[src/rtl/prog_mem_pkg.sv]
// Shared types and constants for the program-flash parallel-programming controller.
package prog_mem_pkg;

    typedef enum logic [2:0] {
        ST_IDLE,
        ST_WR_LOAD,
        ST_PG_ERASE,
        ST_PG_PROG,
        ST_CHIP_ER,
        ST_RD
    } state_t;

    typedef enum logic [3:0] {
        CMD_NONE,
        CMD_CHIP,
        CMD_WRITE,
        CMD_READ,
        CMD_NOP,
        CMD_ADR_LO,
        CMD_ADR_HI,
        CMD_DAT_LO,
        CMD_DAT_HI,
        CMD_BAD
    } cmd_t;

    localparam logic [7:0] OP_CHIP  = 8'h80;
    localparam logic [7:0] OP_WRITE = 8'h10;
    localparam logic [7:0] OP_READ  = 8'h02;
    localparam logic [7:0] OP_NOP   = 8'h00;

    localparam logic [1:0] XA_ADR = 2'b00;
    localparam logic [1:0] XA_DAT = 2'b01;
    localparam logic [1:0] XA_CMD = 2'b10;

    localparam int unsigned BK_RWW  = 0;
    localparam int unsigned BK_NRWW = 1;

    // Map one XA/BS1/DATA strobe onto a command; anything unrecognised is CMD_BAD
    function automatic cmd_t decode_cmd(input logic [1:0] xa, input logic bs1,
                                        input logic [7:0] data);
        cmd_t c;
        c = CMD_BAD;
        case (xa)
            XA_ADR: c = bs1 ? CMD_ADR_HI : CMD_ADR_LO;
            XA_DAT: c = bs1 ? CMD_DAT_HI : CMD_DAT_LO;
            XA_CMD: begin
                case (data)
                    OP_CHIP:  c = CMD_CHIP;
                    OP_WRITE: c = CMD_WRITE;
                    OP_READ:  c = CMD_READ;
                    OP_NOP:   c = CMD_NOP;
                    default:  c = CMD_BAD;
                endcase
            end
            default: c = CMD_BAD;
        endcase
        return c;
    endfunction

endpackage

[src/rtl/prog_mem_op_timer.sv]
// Down-counter for erase/program intervals: loaded on start, holds at zero.
module prog_mem_op_timer #(
    parameter int unsigned CNT_W = 16
) (
    input  logic             clk,
    input  logic             nrst,
    input  logic             start,
    input  logic [CNT_W-1:0] load_val,
    output logic             done
);

    logic [CNT_W-1:0] count;

    // Load on start, otherwise count down and stop at zero
    always_ff @(posedge clk or negedge nrst) begin
        if (!nrst) begin
            count <= '0;
        end else if (start) begin
            count <= load_val;
        end else if (count != '0) begin
            count <= count - CNT_W'(1);
        end
    end

    // Final cycle of the interval; the owner leaves its busy state on this edge
    always_comb done = (count == CNT_W'(1));

endmodule

[src/rtl/prog_mem_pp_ctrl.sv]
// Parallel-programming controller for the program flash: command decode,
// page-buffer loading, timed erase/program, and RWW/NRWW fetch arbitration.
module prog_mem_pp_ctrl
    import prog_mem_pkg::*;
#(
    parameter int unsigned       ADDR_W    = 14,
    parameter int unsigned       PAGE_W    = 6,
    parameter int unsigned       SECT_W    = 3,
    parameter logic [SECT_W-1:0] NRWW_TAG  = 3'b111,
    parameter int unsigned       ERASE_CYC = 32000,
    parameter int unsigned       PROG_CYC  = 32000,
    parameter int unsigned       CHIP_CYC  = 64000
) (
    input  logic              clk,
    input  logic              nrst,
    input  logic              cmd_stb,
    input  logic [1:0]        xa,
    input  logic              bs1,
    input  logic              wr_n,
    input  logic              oe_n,
    input  logic [7:0]        data_in,
    input  logic              pc_rd,
    input  logic [ADDR_W-1:0] pc,
    output logic [ADDR_W-1:0] prog_adr,
    output logic [PAGE_W-1:0] buf_idx,
    output logic [15:0]       buf_data,
    output logic              en_buf,
    output logic              en_adr_lat,
    output logic              erase,
    output logic              prog,
    output logic              en_chip_erase,
    output logic              db_rd,
    output logic              data_rd,
    output logic              rd_highbyte,
    output logic              mem_rd,
    output logic [1:0]        bk_sel,
    output logic              cpu_stall,
    output logic              rdy,
    output logic              cmd_err
);

    localparam int unsigned MAX_EP  = (ERASE_CYC > PROG_CYC) ? ERASE_CYC : PROG_CYC;
    localparam int unsigned MAX_CYC = (CHIP_CYC > MAX_EP) ? CHIP_CYC : MAX_EP;
    localparam int unsigned TMR_W   = $clog2(MAX_CYC + 1);

    state_t           state_q, state_d;
    cmd_t             cmd;
    logic             busy, ld_ok, wr_fall, adr_nrww, pc_nrww;
    logic             tmr_start, tmr_done;
    logic [TMR_W-1:0] tmr_load;
    logic             en_buf_d, en_adr_lat_d, cmd_err_d;
    logic             wr_n_q, data_rd_q, rd_pend, drd_req;
    logic             unused_pc_lo;

    assign unused_pc_lo = ^pc[ADDR_W-SECT_W-1:0];

    prog_mem_op_timer #(.CNT_W(TMR_W)) u_timer (
        .clk      (clk),
        .nrst     (nrst),
        .start    (tmr_start),
        .load_val (tmr_load),
        .done     (tmr_done)
    );

    // Decode, next-state selection and state-derived outputs
    always_comb begin
        cmd      = cmd_stb ? decode_cmd(xa, bs1, data_in) : CMD_NONE;
        busy     = (state_q == ST_PG_ERASE) || (state_q == ST_PG_PROG) ||
                   (state_q == ST_CHIP_ER);
        adr_nrww = (prog_adr[ADDR_W-1 -: SECT_W] == NRWW_TAG);
        pc_nrww  = (pc[ADDR_W-1 -: SECT_W] == NRWW_TAG);
        wr_fall  = wr_n_q & ~wr_n;
        ld_ok    = ~busy & (cmd inside {CMD_ADR_LO, CMD_ADR_HI, CMD_DAT_LO, CMD_DAT_HI});

        state_d      = state_q;
        tmr_start    = 1'b0;
        tmr_load     = '0;
        en_buf_d     = 1'b0;
        en_adr_lat_d = 1'b0;
        cmd_err_d    = busy ? cmd_stb : (cmd == CMD_BAD);

        // Commands that do not fit the current mode are rejected; NOP is the exit
        case (state_q)
            ST_IDLE: begin
                case (cmd)
                    CMD_WRITE: state_d = ST_WR_LOAD;
                    CMD_READ:  state_d = ST_RD;
                    CMD_CHIP: begin
                        if (pc_rd) begin
                            cmd_err_d = 1'b1;
                        end else begin
                            state_d   = ST_CHIP_ER;
                            tmr_start = 1'b1;
                            tmr_load  = TMR_W'(CHIP_CYC);
                        end
                    end
                    default: ;
                endcase
            end
            ST_WR_LOAD: begin
                en_adr_lat_d = (cmd == CMD_ADR_LO) || (cmd == CMD_ADR_HI);
                en_buf_d     = (cmd == CMD_DAT_HI);
                if (cmd == CMD_NOP) begin
                    state_d = ST_IDLE;
                end else if ((cmd == CMD_READ) || (cmd == CMD_CHIP)) begin
                    cmd_err_d = 1'b1;
                end else if (wr_fall) begin
                    state_d   = ST_PG_ERASE;
                    tmr_start = 1'b1;
                    tmr_load  = TMR_W'(ERASE_CYC);
                end
            end
            ST_PG_ERASE: begin
                if (tmr_done) begin
                    state_d   = ST_PG_PROG;
                    tmr_start = 1'b1;
                    tmr_load  = TMR_W'(PROG_CYC);
                end
            end
            ST_PG_PROG: begin
                if (tmr_done) state_d = ST_WR_LOAD;
            end
            ST_CHIP_ER: begin
                if (tmr_done) state_d = ST_IDLE;
            end
            ST_RD: begin
                if (cmd == CMD_NOP) begin
                    state_d = ST_IDLE;
                end else if ((cmd == CMD_WRITE) || (cmd == CMD_CHIP)) begin
                    cmd_err_d = 1'b1;
                end
            end
            default: state_d = ST_IDLE;
        endcase

        erase         = (state_q == ST_PG_ERASE);
        prog          = (state_q == ST_PG_PROG);
        en_chip_erase = (state_q == ST_CHIP_ER);
        db_rd         = (state_q == ST_RD);
        data_rd       = db_rd & ~oe_n;
        rd_highbyte   = data_rd & bs1;
        rdy           = ~busy;
        buf_idx       = prog_adr[PAGE_W-1:0];

        bk_sel = '0;
        if (erase || prog) begin
            bk_sel[BK_NRWW] = adr_nrww;
            bk_sel[BK_RWW]  = ~adr_nrww;
        end else if (en_chip_erase) begin
            bk_sel = '1;
        end
        cpu_stall = pc_rd & (pc_nrww ? bk_sel[BK_NRWW] : bk_sel[BK_RWW]);
        drd_req   = (data_rd & ~data_rd_q) | rd_pend;
    end

    // State register; reset aborts any erase/program in flight
    always_ff @(posedge clk or negedge nrst) begin
        if (!nrst) state_q <= ST_IDLE;
        else       state_q <= state_d;
    end

    // Address/data latches and one-cycle strobes; page index wraps inside the page
    always_ff @(posedge clk or negedge nrst) begin
        if (!nrst) begin
            prog_adr   <= '0;
            buf_data   <= '0;
            en_buf     <= 1'b0;
            en_adr_lat <= 1'b0;
            cmd_err    <= 1'b0;
        end else begin
            en_buf     <= en_buf_d;
            en_adr_lat <= en_adr_lat_d;
            cmd_err    <= cmd_err_d;
            if (ld_ok && (cmd == CMD_ADR_LO)) begin
                prog_adr[7:0] <= data_in;
            end else if (ld_ok && (cmd == CMD_ADR_HI)) begin
                prog_adr[ADDR_W-1:8] <= data_in[ADDR_W-9:0];
            end else if (en_buf) begin
                prog_adr[PAGE_W-1:0] <= prog_adr[PAGE_W-1:0] + PAGE_W'(1);
            end
            if (ld_ok && (cmd == CMD_DAT_LO)) buf_data[7:0]  <= data_in;
            if (ld_ok && (cmd == CMD_DAT_HI)) buf_data[15:8] <= data_in;
        end
    end

    // Flash read strobe: a fetch wins, a colliding data read is held one cycle
    always_ff @(posedge clk or negedge nrst) begin
        if (!nrst) begin
            wr_n_q    <= 1'b1;
            data_rd_q <= 1'b0;
            rd_pend   <= 1'b0;
            mem_rd    <= 1'b0;
        end else begin
            wr_n_q    <= wr_n;
            data_rd_q <= data_rd;
            mem_rd    <= (pc_rd & ~cpu_stall) | drd_req;
            rd_pend   <= (pc_rd & ~cpu_stall) & drd_req;
        end
    end

endmodule
[config.mk]
export PLATFORM = sky130hd
export DESIGN_NAME = prog_mem_pp_ctrl
export DESIGN_NICKNAME = d
export VERILOG_FILES = /design/src/rtl/prog_mem_pkg.sv /design/src/rtl/prog_mem_op_timer.sv /design/src/rtl/prog_mem_pp_ctrl.sv
export SDC_FILE = /design/constraint.sdc
export NUM_CORES = 1
export LEC_CHECK = 0
export BUFFER_PORTS_ARGS = -buffer_cell sky130_fd_sc_hd__buf_2
export CAP_MARGIN = 10
export CORE_UTILIZATION = 54
export DETAILED_ROUTE_END_ITERATION = 10
export GPL_TIMING_DRIVEN = 0
export HOLD_SLACK_MARGIN = 0.1
export PLACE_DENSITY = 0.8
export SLEW_MARGIN = 30
export SYNTH_ARGS = -nofsm -noshare
export SYNTH_HDL_FRONTEND = slang
export SYNTH_HIERARCHICAL = 1
export SYNTH_SLANG_ARGS = --single-unit
[constraint.sdc]
create_clock -name clk -period 3.3 [get_ports clk]
set_input_delay 0 -clock clk [delete_from_list [all_inputs] [get_ports clk]]
set_output_delay 0 -clock clk [all_outputs]
set_load 0.005 [all_outputs]
==> results of run 1 <==
cell type report:
class	instances	area [sq um]	area share (%)
buffer	20	119	2.94
clock buffer	5	68.8	1.70
clock inverter	3	28.8	0.713
inverter	13	52.6	1.30
multi-input combinational	252	1840	45.4
sequential	56	1400	34.7
tap	75	93.8	2.32
timing repair buffer	76	438	10.8
kinds of logic after synthesis:
| group | synth area share, % |
|---|---|
| other cells | 0.112 |
| simple gates | 23.8 |
| buf+inv | 4.88 |
| mux | 12.0 |
| xor+xnor | 2.09 |
| flops | 41.8 |
| fa+ha+maj | 1.42 |
| compound gates | 13.9 |
metal layers:
layer / global-route usage, % / vias up
li1: - / 1402
met1: 33.1 / 1433
met2: 43.6 / 94
met3: 4.04 / 12
met4: 8.39 / 0
met5: 0 / -
cell usage after synthesis (8+ instances only):
master and count:
nand3_1 12, o21ai_0 19, dfrtp_1 55, nor3_1 12, clkbuf_1 10, mux2_4 8
nand2_1 29, nor2_1 23, mux2_2 19, inv_1 12
registers in the layout, indices dropped and copies added (netlist names):
register,flops
buf_data,16
cmd_err,1
data_rd_q,1
en_adr_lat,1
en_buf,1
mem_rd,1
prog_adr,14
rd_pend,1
state_q,3
u_timer/count,16
wr_n_q,1
worst min path at each step:
stage / end / slack [ns] / depth (start not counted)
after CTS: prog_adr[4] / 0.19 / 3
after global placement: wr_n_q / 0.12 / 1
after detailed placement: prog_adr[2] / 0.09 / 1
final: rd_pend / 0.21 / 6
after floorplan: buf_data[0] / -0.30 / 0
after global routing: prog_adr[4] / 0.22 / 3
what timing repair did:
action,4_1_cts,5_1_grt
setup buffers,0,0
gates resized for setup,0,10
hold buffers,11,0
endpoints found under the hold margin,83,0
setup endpoints to repair,0,11
stage by stage:
stage	cells	total power [mW]	hold slack, ns	worst slack, ns
after floorplan	341	1.15	-0.296	0.801
after global placement	481	1.25	0.121	0.208
after detailed placement	481	1.27	0.0946	0.116
after CTS	500	1.69	0.192	0.0496
after global routing	500	1.77	0.220	0.101
final	500	1.69	0.206	0.267
critical path: stages:
cell and delay, ns:
dlygate4sd3_1 0.53, buf_2 0.14, or4_4 0.45, nor3_2 0.20
a31oi_2 0.19, clkbuf_2 0.26, nand3_1 0.18, a32o_1 0.22
or2_2 0.17, buf_2 0.24, clkinvlp_4 0.24, o311a_1 0.16
a221o_1 0.27
power groups by stage:
stage	combinational [mW]	sequential [mW]	clock [mW]
2_1_floorplan	0.297	0.856	0
3_3_place_gp	0.376	0.871	0
3_5_place_dp	0.393	0.876	0
4_1_cts	0.403	0.864	0.426
5_1_grt	0.451	0.876	0.448
6_report	0.407	0.867	0.411
==> impl_results.md, run 1 <==
* Run status: finished, final reports clean
* Sequential area share after synthesis at a little over two fifths
* Synthesized area at roughly 0.0034 sq mm
* Antenna diodes at 0
* Vias per Instance at between 5 and 6
* Clock root cell: clkbuf_8
* Met2 WL at approximately 4100 um
* I/O Buffers at 65
* Synth Register Bits at 56
* Met3 WL post-DR at ~360 um
* FF-to-FF Start: u_timer/count[6]
* Worst R2R Path Depth at 9
* Clock group share of total power at between 20 and 25%
* Setup TNS at 0 ns
* Avg WL per Cell at 16.0 um
* Synth Area per Inst at around 10 sq um
* Period minus WS final at around 3 ns
* Hold Path Class: in -> reg
* Largest net degree at the start of global routing at 57
* Number of max-cap violations at 0
* Sw Ratio at roughly a third
* Vias in the first global route at ~2600
* Final Max Tran Viols at 0
* RR Endpoint: u_timer/count[15]
* Max H-tree Level at 2
* Synth Flop Type: dfrtp_1
* Reg-to-reg slack, setup at about 0.47 ns
* VDD IR-drop max at roughly 0.34 mV
* Number of flops mapped to enable cells by yosys at 0
* Starting density of the core at between 50% and 60%
* Area leader, netlist: dfrtp_1
* Clock latency on the worst-skew pair at 0.32 ns
* Fmax at approximately 0.33 GHz
* Final core occ at about two thirds
* Detail Route Antenna Nets at 0
* CTS tree: done
* Final Cycle Share at 91.9%
* # clock sinks at 56
* Critical Path RT at roughly 3.5 ns
* Violation count after the first detailed-route iteration at 190
* Most common cell after layout, fill and taps aside: buf_2
* FP Rows at 28
* PD cells at about 420 mW/mm^2
* Antenna violations before repair at 0
* Commonest cells after routing, fill and taps aside: buf_2 (66), dfrtp_1 (55), nand2_1 (29), nor2_1 (23)
* Cell Area, Placed at 0.00381 sq mm
* CORE AREA at 0.00596 sq mm
* CP Max Fanout at 10
* Crit path arrival time at 3.24 ns
* Die H at between 80 and 90 um
* Clock buffer depth at 2
* Flop pwr share at 51.4%
* Asr flop ratio synth at 100%
* Synth top area cells: dfrtp_1 (41%), mux2_2 (6.4%), mux2_4 (3.6%)
* RSZ-0062 raised after global routing: false
* Internal power at 1.10 mW
* Sw Pwr at slightly below 0.6 mW
* Clk_skew at 0.00964 ns
* Synth top area share at a little over 40%
* Area Overhead vs Synth at 20.3%
* CP Class: in -> reg
* Crit path launch: data_in[6]
* Share of layout cells above drive strength 1 at between 30% and 40%
* Worst slew pin tran at between 0.6 and 0.7 ns
* Synth Warn # at 6
* Inserted Clock Buffers at 5
* Filler Cell Count at 500
* Routability cong. at 0.851
* M1 wire length at between 3000 and 4000 um
* Routed WL at roughly 8000 um
* Chip width at just over 80 um
* Clk slew on worst S/H paths at ~0.10 ns
* Mapped Cells at about 330
* GRT Overall Usage at between 20% and 30%
* Routed via count at 2941
* Combinational power share at roughly 24%
* Final Setup Violations at 0
* CP endpoint: u_timer/count[15]
* Yosys cell types at 71
* DRT Pass-1 Iters at 5
* Leak at 1.97 nW
* Hpwl dp at between 5000 and 6000 um
* Highest routed metal layer: met4
* Hold Fails Final Rpt at 0
* Detailed-route DRC error count at 0
* First-pass GRT wire length at around 13000 um
* I/O Pins at 81
* Total grt overflow at 0
* Min-delay src: pc[11]
* Nets at 458
* CP startpoint kind: input port
* Slew margin rel. at 53.4%
* Total Die Area at between 0.006 and 0.007 sq mm
* Cell area after layout at 0.00404 sq mm
* Crit end category: register
Note: power is estimated with default switching activity, not from simulation.
==> run 2, diff against run 1 <==
--- a/config.mk
+++ b/config.mk
@@ -7,13 +7,11 @@
 export LEC_CHECK = 0
 export BUFFER_PORTS_ARGS = -buffer_cell sky130_fd_sc_hd__buf_2
 export CAP_MARGIN = 10
-export CORE_UTILIZATION = 54
+export CORE_UTILIZATION = 53
 export DETAILED_ROUTE_END_ITERATION = 10
 export GPL_TIMING_DRIVEN = 0
 export HOLD_SLACK_MARGIN = 0.1
 export PLACE_DENSITY = 0.8
-export SLEW_MARGIN = 30
 export SYNTH_ARGS = -nofsm -noshare
 export SYNTH_HDL_FRONTEND = slang
-export SYNTH_HIERARCHICAL = 1
 export SYNTH_SLANG_ARGS = --single-unit
==> impl_results.md, run 2 <==
* Run status: finished, final reports clean
* Area leader, netlist: dfrtp_1
* Hold Fails Final Rpt at 0 (unchanged)
* Crit path arrival time at 2.86 ns (-0.38 ns)
* Routability cong. at 0.884 (+3.9%)
* Most common cell after layout, fill and taps aside: buf_2
* Post-CTS Setup Bufs at 0 (unchanged)
* Synth Area per Inst at 10.5 sq um (+4.0%)
* Number of max-cap violations at 0 (unchanged)
* Synth top area share at 44.3% (+3.4 points)
* Synthesized area at 0.00310 sq mm (-7.6%)
* Largest net degree at the start of global routing at 57 (unchanged)
* Slew margin rel. at 51.6% (-1.7 points)
* Hold Path Class: in -> reg
* Top-count cell post-synth: dfrtp_1
* Total Die Area at 0.00617 sq mm (-5.7%)
* CP Max Fanout at 10 (unchanged)
* Vias in the first global route at 2394 (-7.6%)
* Area Overhead vs Synth at 20.2% (about the same)
* Hpwl dp at 4960 um (-14%)
* Clock latency on the worst-skew pair at 0.30 ns (-0.02 ns)
* Inserted Clock Buffers at 5 (unchanged)
* Post_cts resized at 0 (unchanged)
* Violation count after the first detailed-route iteration at 190 (unchanged)
* RSZ-0062 raised after global routing: false
* Detailed-route DRC error count at 0 (unchanged)
* Commonest cells after routing, fill and taps aside: buf_2 (72), dfrtp_1 (55), mux2_2 (25), nor2_1 (24), nand2_1 (18)
* DRT Pass-1 Iters at 4 (-1)
* Starting density of the core at 55.7% (-0.70 points)
* Leak at 1.82 nW (-7.2%)
* Antenna violations before repair at 0 (unchanged)
* Mapped Cells at 297 (-11%)
* Clock group share of total power at 32.7% (+8.3 points)
* I/O Buffers at 68 (+4.6%)
* Clock root cell: clkbuf_8
* Hold_buf cts at 10 (-1)
* Clk slew on worst S/H paths at 0.09 ns (about the same)
* Max H-tree Level at 2 (unchanged)
* Synth Warn # at 0 (-6)
* Sequential area share after synthesis at 45.2% (+3.4 points)
* Sw Pwr at 0.266 mW (-54%)
* CP Class: reg -> reg
* Synth top area cells: dfrtp_1 (44%), mux2_2 (9.1%), xnor2_1 (3.1%)
* Fmax at 0.375 GHz (+14%)
* # clock sinks at 56 (unchanged)
* Final core occ at 66.9% (-0.90 points)
* Setup TNS at 0 ns (unchanged)
* PD cells at 310 mW/mm^2 (-26%)
* Final Max Tran Viols at 0 (unchanged)
* Routed via count at 2560 (-13%)
* Total grt overflow at 0 (unchanged)
* Antenna diodes at 0 (unchanged)
* Yosys cell types at 58 (-18%)
* Synth top cells by count: dfrtp_1 (55), mux2_2 (25), nor2_1 (24), nand2_1 (18), o21ai_0 (13)
* CTS tree: done
* First-pass GRT wire length at 11400 um (-10%)
* Chip width at 78.5 um (-2.9%)
* Synth Register Bits at 56 (unchanged)
* Asr flop ratio synth at 100% (unchanged)
* Routed WL at 6730 um (-16%)
* Die H at 78.5 um (-2.9%)
* Clk_skew at 0.00380 ns (-0.00584 ns)
* FP Rows at 27 (-3.6%)
* CORE AREA at 0.00557 sq mm (-6.4%)
* Number of flops mapped to enable cells by yosys at 0 (unchanged)
* Cell Area, Placed at 0.00353 sq mm (-7.1%)
* Synthesized Nets at ~330
* I/O Pins at 81 (unchanged)
* Biggest registers after layout: buf_data (16), u_timer.count (16), prog_adr (14)
* Sw Ratio at 23.0% (-12 points)
* Filler Cell Count at 453 (-9.4%)
* Crit end category: register
* Detail Route Antenna Nets at 0 (unchanged)
* Nets at 416 (-9.2%)
* GRT Overall Usage at 23.7% (-1.9 points)
* Vias per Instance at 5.63 (-4.3%)
* Final Cycle Share at 80.8% (-11 points)
* Clock buffer depth at 2 (unchanged)
* Combinational power share at 7.7% (-16 points)
* Worst slew pin tran at 0.723 ns (+0.0231 ns)
* Share of layout cells above drive strength 1 at 33.9% (+1.0 points)
* Avg WL per Cell at 14.8 um (-7.5%)
* Period minus WS final at 2.67 ns (-0.367 ns)
* CP startpoint kind: register
* Hold Worst Slack at 0.175 ns (-0.0307 ns)
* Flop pwr share at 59.7% (+8.3 points)
* Synth Flop Type: dfrtp_1
* Final Setup Violations at 0 (unchanged)
* Cell area after layout at 0.00373 sq mm (-7.7%)
* VDD IR-drop max at 0.225 mV (-34%)
* Internal power at 0.891 mW (-19%)
* Critical Path RT at 3.50 ns (about the same)
[run 2: cell count changes in the layout (fill, tap and decap cells not counted), sizes merged, moves of 7 or more]
cell,change
nand2,-12
buf,+8
conb,-8
inv,-7
o21ai,-7
o21bai,+7
[run 2: worst max-delay path, stage by stage, from the launching register on]
cell and delay (ns):
dfrtp_1 0.33, clkbuf_2 0.19, nor2_1 0.08, nand2_1 0.13
inv_1 0.07, nor2_1 0.36, nand3_1 0.22, nor3b_2 0.57
buf_4 0.27, mux2_2 0.34
[run 2: cells by family after synthesis]
logic type / count (synthesis) / share of synthesized area [%]
muxes: 31 / 11.0
adders and majority gates: 3 / 1.21
DFF: 56 / 45.2
AOI/OAI and AO/OA: 55 / 13.8
buffers and inverters: 26 / 4.84
and+or+nand+nor: 110 / 19.4
xor gates and xnor gates: 16 / 4.51
[run 2: routing by layer]
| layer | share of wire [%] | GRT usage, % |
|---|---|---|
| met5 | 0 | 0 |
| met2 | 49 | 38.9 |
| met3 | 4.7 | 3.95 |
| met1 | 45 | 31.9 |
| met4 | 1.4 | 7.59 |
[run 2: per-stage QoR]
stage          setup WS, ns  cells  power (mW)
3_3_place_gp          0.724    437       0.781
3_5_place_dp          0.668    437       0.782
4_1_cts               0.627    455        1.17
6_report              0.635    455        1.16
2_1_floorplan         0.978    297       0.739
5_1_grt               0.432    455        1.21
[run 2: power by group through the flow]
stage	clock network, mW	registers, mW	logic (mW)
final	0.378	0.690	0.0887
after global routing	0.415	0.691	0.0998
after CTS	0.391	0.690	0.0882
after detailed placement	0	0.704	0.0788
after global placement	0	0.704	0.0777
after floorplan	0	0.704	0.0350
[run 2: path summary, 6_finish.rpt]
check / startpoint / end / slack, ns / cells past startpoint
worst max-delay path: state_q[1] / prog_adr[13] / 0.63 / 9
worst min-delay path: cmd_stb / en_buf / 0.18 / 4
worst max register to register: state_q[1] / prog_adr[13] / 0.63 / 9
worst min register to register: rd_pend / mem_rd / 0.47 / 2
max in group asynchronous: nrst / state_q[1] / 2.56 / 2
min in group asynchronous: nrst / prog_adr[3] / 0.28 / 2
[run 2: cell type report]
class / instances / area (sq um) / area share [%]
Sequential cell: 56 / 1400 / 37.6
Tap cell: 72 / 90.1 / 2.42
Multi-Input combinational cell: 215 / 1550 / 41.6
Clock buffer: 6 / 82.6 / 2.21
Inverter: 8 / 30.0 / 0.805
Buffer: 18 / 120 / 3.22
Clock inverter: 2 / 10.0 / 0.268
Timing Repair Buffer: 78 / 443 / 11.9
==> run 3, diff against run 2 <==
--- a/config.mk
+++ b/config.mk
@@ -5,6 +5,7 @@
 export SDC_FILE = /design/constraint.sdc
 export NUM_CORES = 1
 export LEC_CHECK = 0
+export ABC_AREA = 1
 export BUFFER_PORTS_ARGS = -buffer_cell sky130_fd_sc_hd__buf_2
 export CAP_MARGIN = 10
 export CORE_UTILIZATION = 53
==> constraint.sdc (replaced) <==
create_clock -name clk -period 2.6 [get_ports clk]
set_input_delay 0 -clock clk [delete_from_list [all_inputs] [get_ports clk]]
set_output_delay 0 -clock clk [all_outputs]
set_load 0.005 [all_outputs]
==> impl_results.md, run 3 <==
* Total grt overflow at 0 (unchanged)
* DRT Pass-1 Iters at 4 (unchanged)
* Hold Fails Final Rpt at 0 (unchanged)
* Mux cell area share after synthesis at 0% (-11 points)
* CP max stage cell: dfrtp_1
* Post-CTS Setup Bufs at 0 (unchanged)
* Combinational power share at 44.3% (+37 points)
* Avg WL per Cell at 13.0 um (-12%)
* Slew margin rel. at 53.3% (+1.7 points)
* Critical Path RT at 2.81 ns (-0.69 ns)
* Synthesized area at 0.00323 sq mm (+4.0%)
* Total Die Area at 0.00641 sq mm (+3.9%)
* Violation count after the first detailed-route iteration at 179 (-5.8%)
* Largest family of logic cells by synthesized area: simple AND/OR/NAND/NOR gates
* Top-count cell post-synth: nand2_1
* Area leader, netlist: dfrtp_1
* Routed via count at 2999 (+17%)
* Synth Area in Simple Gates at 34.3% (+15 points)
* Synthesized Nets at 454 (+37%)
* # clock sinks at 56 (unchanged)
* Asr flop ratio synth at 100% (unchanged)
* Clock group share of total power at 14.7% (-18 points)
* FP Rows at 28 (+3.7%)
* Detailed-route DRC error count at 0 (unchanged)
* Largest net degree at the start of global routing at 57 (unchanged)
* Crit path arrival time at 2.28 ns (-0.58 ns)
* Number of max-cap violations at 0 (unchanged)
* Critical path's top delay family: simple AND/OR/NAND/NOR gates
* Most common cell after layout, fill and taps aside: nand2_1
* Nets at 542 (+30%)
* Synth Register Bits at 56 (unchanged)
* Worst R2R Path Depth at 11 (+2)
* Final Setup Violations at 0 (unchanged)
* Clk_skew at 0.00794 ns (+0.00413 ns)
* Footprint of the multi-input gates at 0.00154 sq mm (-1.0%)
* Starting density of the core at 54.8% (-0.84 points)
* Post-Synth Adder-Cell Area at 1.16% (-0.046 points)
* Crit end category: register
* Clock root cell: clkbuf_8
* Synth Warn # at 0 (unchanged)
* FF-to-FF Start: u_timer.count[0]
* Worst hold stages at 3 (-1)
* Share of layout cells above drive strength 1 at 27.1% (-6.8 points)
* Post-Synth XOR/XNOR Area at 2.44% (-2.1 points)
* Worst slew pin tran at 0.700 ns (-0.0225 ns)
* Buf/Inv on CP at 3 (unchanged)
* Leak at 2.08 nW (+14%)
* I/O Buffers at 69 (+1.5%)
* Hold path endpoint: buf_data[11]
* Detail Route Antenna Nets at 0 (unchanged)
* CORE AREA at 0.00589 sq mm (+5.6%)
* Flop pwr share at 41.0% (-19 points)
* Clock buffer depth at 2 (unchanged)
* Reg-to-reg slack, setup at 0.54 ns (-0.10 ns)
* FF/Latch Area at 0.00140 sq mm (unchanged)
* Run status: finished, final reports clean
* CP most frequent cell: inv_1
* Hpwl dp at 5540 um (+12%)
* CP Class: reg -> reg
* Synth top area cells: dfrtp_1 (43%), nand2_1 (12%), nor2_1 (6.2%)
* RR Endpoint: u_timer.count[13]
* CTS tree: done
* First-pass GRT wire length at 12500 um (+9.8%)
* Antenna violations before repair at 0 (unchanged)
* Sw Ratio at 41.0% (+18 points)
* Sw Pwr at 1.44 mW (+440%)
* Final Max Tran Viols at 0 (unchanged)
* Clock latency on the worst-skew pair at 0.32 ns (+0.02 ns)
* Antenna diodes at 0 (unchanged)
* Hold Path Class: in -> reg
* Vias in the first global route at 2816 (+18%)
* Compound-gate portion of the synthesized area at 9.61% (-4.2 points)
* Area Overhead vs Synth at 20.4%
* Clk slew on worst S/H paths at 0.11 ns (+0.02 ns)
* Die H at 80.0 um (+1.9%)
* CP Max Fanout at 8 (-2)
* Mapped Cells at 420 (+41%)
* Routed WL at 7580 um (+13%)
* Filler Cell Count at 504 (+11%)
* Setup TNS at 0 ns (unchanged)
* Hold Worst Slack at 0.113 ns (-0.0626 ns)
* I/O Pins at 81 (unchanged)
* Synth top cells by count: nand2_1 (102), dfrtp_1 (55), nor2_1 (53), inv_1 (47), o21ai_0 (24)
* Internal power at 2.06 mW (+130%)
* Synth Flop Type: dfrtp_1
* Sequence of cells on the critical path: inv_1 > ha_1 > nand2_1 > nor2_1 > inv_1 > nor2_4 > inv_1 > nand3_1 > nor2_1 > xor2_1 > nand2_1
* Yosys cell types at 32 (-45%)
* Routability cong. at 0.932 (+5.5%)
* GRT Overall Usage at 25.3% (+1.6 points)
* Final Cycle Share at 79.3% (-1.4 points)
* Synth Area per Inst at 7.69 sq um (-26%)
* Chip width at 80.0 um (+1.9%)
* Inserted Clock Buffers at 5 (unchanged)
* VDD IR-drop max at 0.422 mV (+88%)
* PD cells at 900 mW/mm^2 (+190%)
* Max H-tree Level at 2 (unchanged)
* Synth top area share at 42.6% (-1.7 points)
* Biggest registers after layout: buf_data (16), u_timer.count (16), prog_adr (14)
* Sequential area share after synthesis at 43.4% (-1.7 points)
* CP startpoint kind: register
* RSZ-0062 raised after global routing: false
* Slowest stage delay, CP at 0.42 ns (-0.15 ns)
* Min-delay src: data_in[3]
* Post_cts resized at 0 (unchanged)
* Commonest cells after routing, fill and taps aside: nand2_1 (102), buf_2 (72), dfrtp_1 (55), nor2_1 (53), inv_1 (47)
* Vias per Instance at 5.14 (-8.7%)
* Number of flops mapped to enable cells by yosys at 0 (unchanged)
* Fmax at 0.485 GHz (+29%)
* Period minus WS final at 2.06 ns (-0.602 ns)
-- run 3: cell types whose count changed after synthesis, moves of 7 or more --
cell     previous run  this run
inv_2               0        13
nor2b_1             7         0
o21ai_1             0        20
and2_1              7         0
xnor2_1            11         2
nand2_1            18       102
nor2_1             24        53
nand3_1            11        22
mux2_2             25         0
inv_1               8        47
o21ai_0            13        24
nor3_1             12         5
nor3_2              0         7
-- run 3: metal layers --
metal / vias to the layer above / wire [um] / part of all wire [%] / GRT usage, %
met4: 0 / 89 / 1.2 / 7.32
li1: 1503 / - / - / -
met3: 10 / 440 / 5.8 / 3.77
met1: 1383 / 3310 / 44 / 33.1
met2: 103 / 3740 / 49 / 43.2
met5: - / 0 / 0 / 0
-- run 3: cell type report --
| type | count | share of cell area (%) |
|---|---|---|
| sequential | 56 | 36.1 |
| tap | 75 | 2.41 |
| timing repair buffer | 81 | 12.0 |
| clock inverter | 3 | 0.708 |
| multi-input combinational | 294 | 39.5 |
| inverter | 60 | 5.80 |
| clock buffer | 5 | 1.77 |
| buffer | 10 | 1.67 |
-- run 3: worst max path at each step --
stage | from | to | slack, ns | cells after the start
floorplan | u_timer.count[0] | u_timer.count[13] | 0.89 | 11
global placement | u_timer.count[0] | u_timer.count[13] | 0.60 | 11
global route | u_timer.count[1] | u_timer.count[13] | 0.29 | 11
finish | u_timer.count[0] | u_timer.count[13] | 0.54 | 11
CTS | u_timer.count[0] | u_timer.count[13] | 0.56 | 11
detailed placement | u_timer.count[0] | u_timer.count[13] | 0.60 | 11
-- run 3: cell families after synthesis --
family,Yosys count
AND/OR/NAND/NOR,226
buffers and inverters,70
adder cells (fa/ha/maj),3
flip-flops,56
AO/OA/AOI/OAI,56
XOR/XNOR,9
-- run 3: power groups by stage --
stage                     clock [mW]  sequential, mW  combinational (mW)
final                          0.515            1.43                1.55
after global routing           0.548            1.47                1.77
after CTS                      0.520            1.43                1.56
after detailed placement           0            1.45                1.54
after global placement             0            1.44                1.48
after floorplan                    0            1.42                1.02
-- run 3: worst reg2reg max path: cells and delay by family (launching register included) --
family        cells  cell delay (ns)
flops             1             0.42
simple gates      6             0.79
buf+inv           3             0.39
xor+xnor          1             0.13
fa+ha+maj         1             0.23
-- run 3: stage by stage --
stage	cell area [sq um]	cells	setup WS [ns]	utilization (%)	power, mW
finish	3890	584	0.537	66.0	3.50
global route	3890	584	0.289	66.0	3.79
CTS	3880	584	0.561	66.0	3.51
detailed placement	3670	564	0.605	62.3	2.98
global placement	3670	564	0.605	62.3	2.92
floorplan	3230	420	0.889	-	2.44
-- run 3: what timing repair did --
| item | in CTS | in global routing |
|---|---|---|
| endpoints found under the setup margin | 0 | 0 |
| endpoints found under the hold margin | 80 | 0 |
| hold buffers | 12 | 0 |
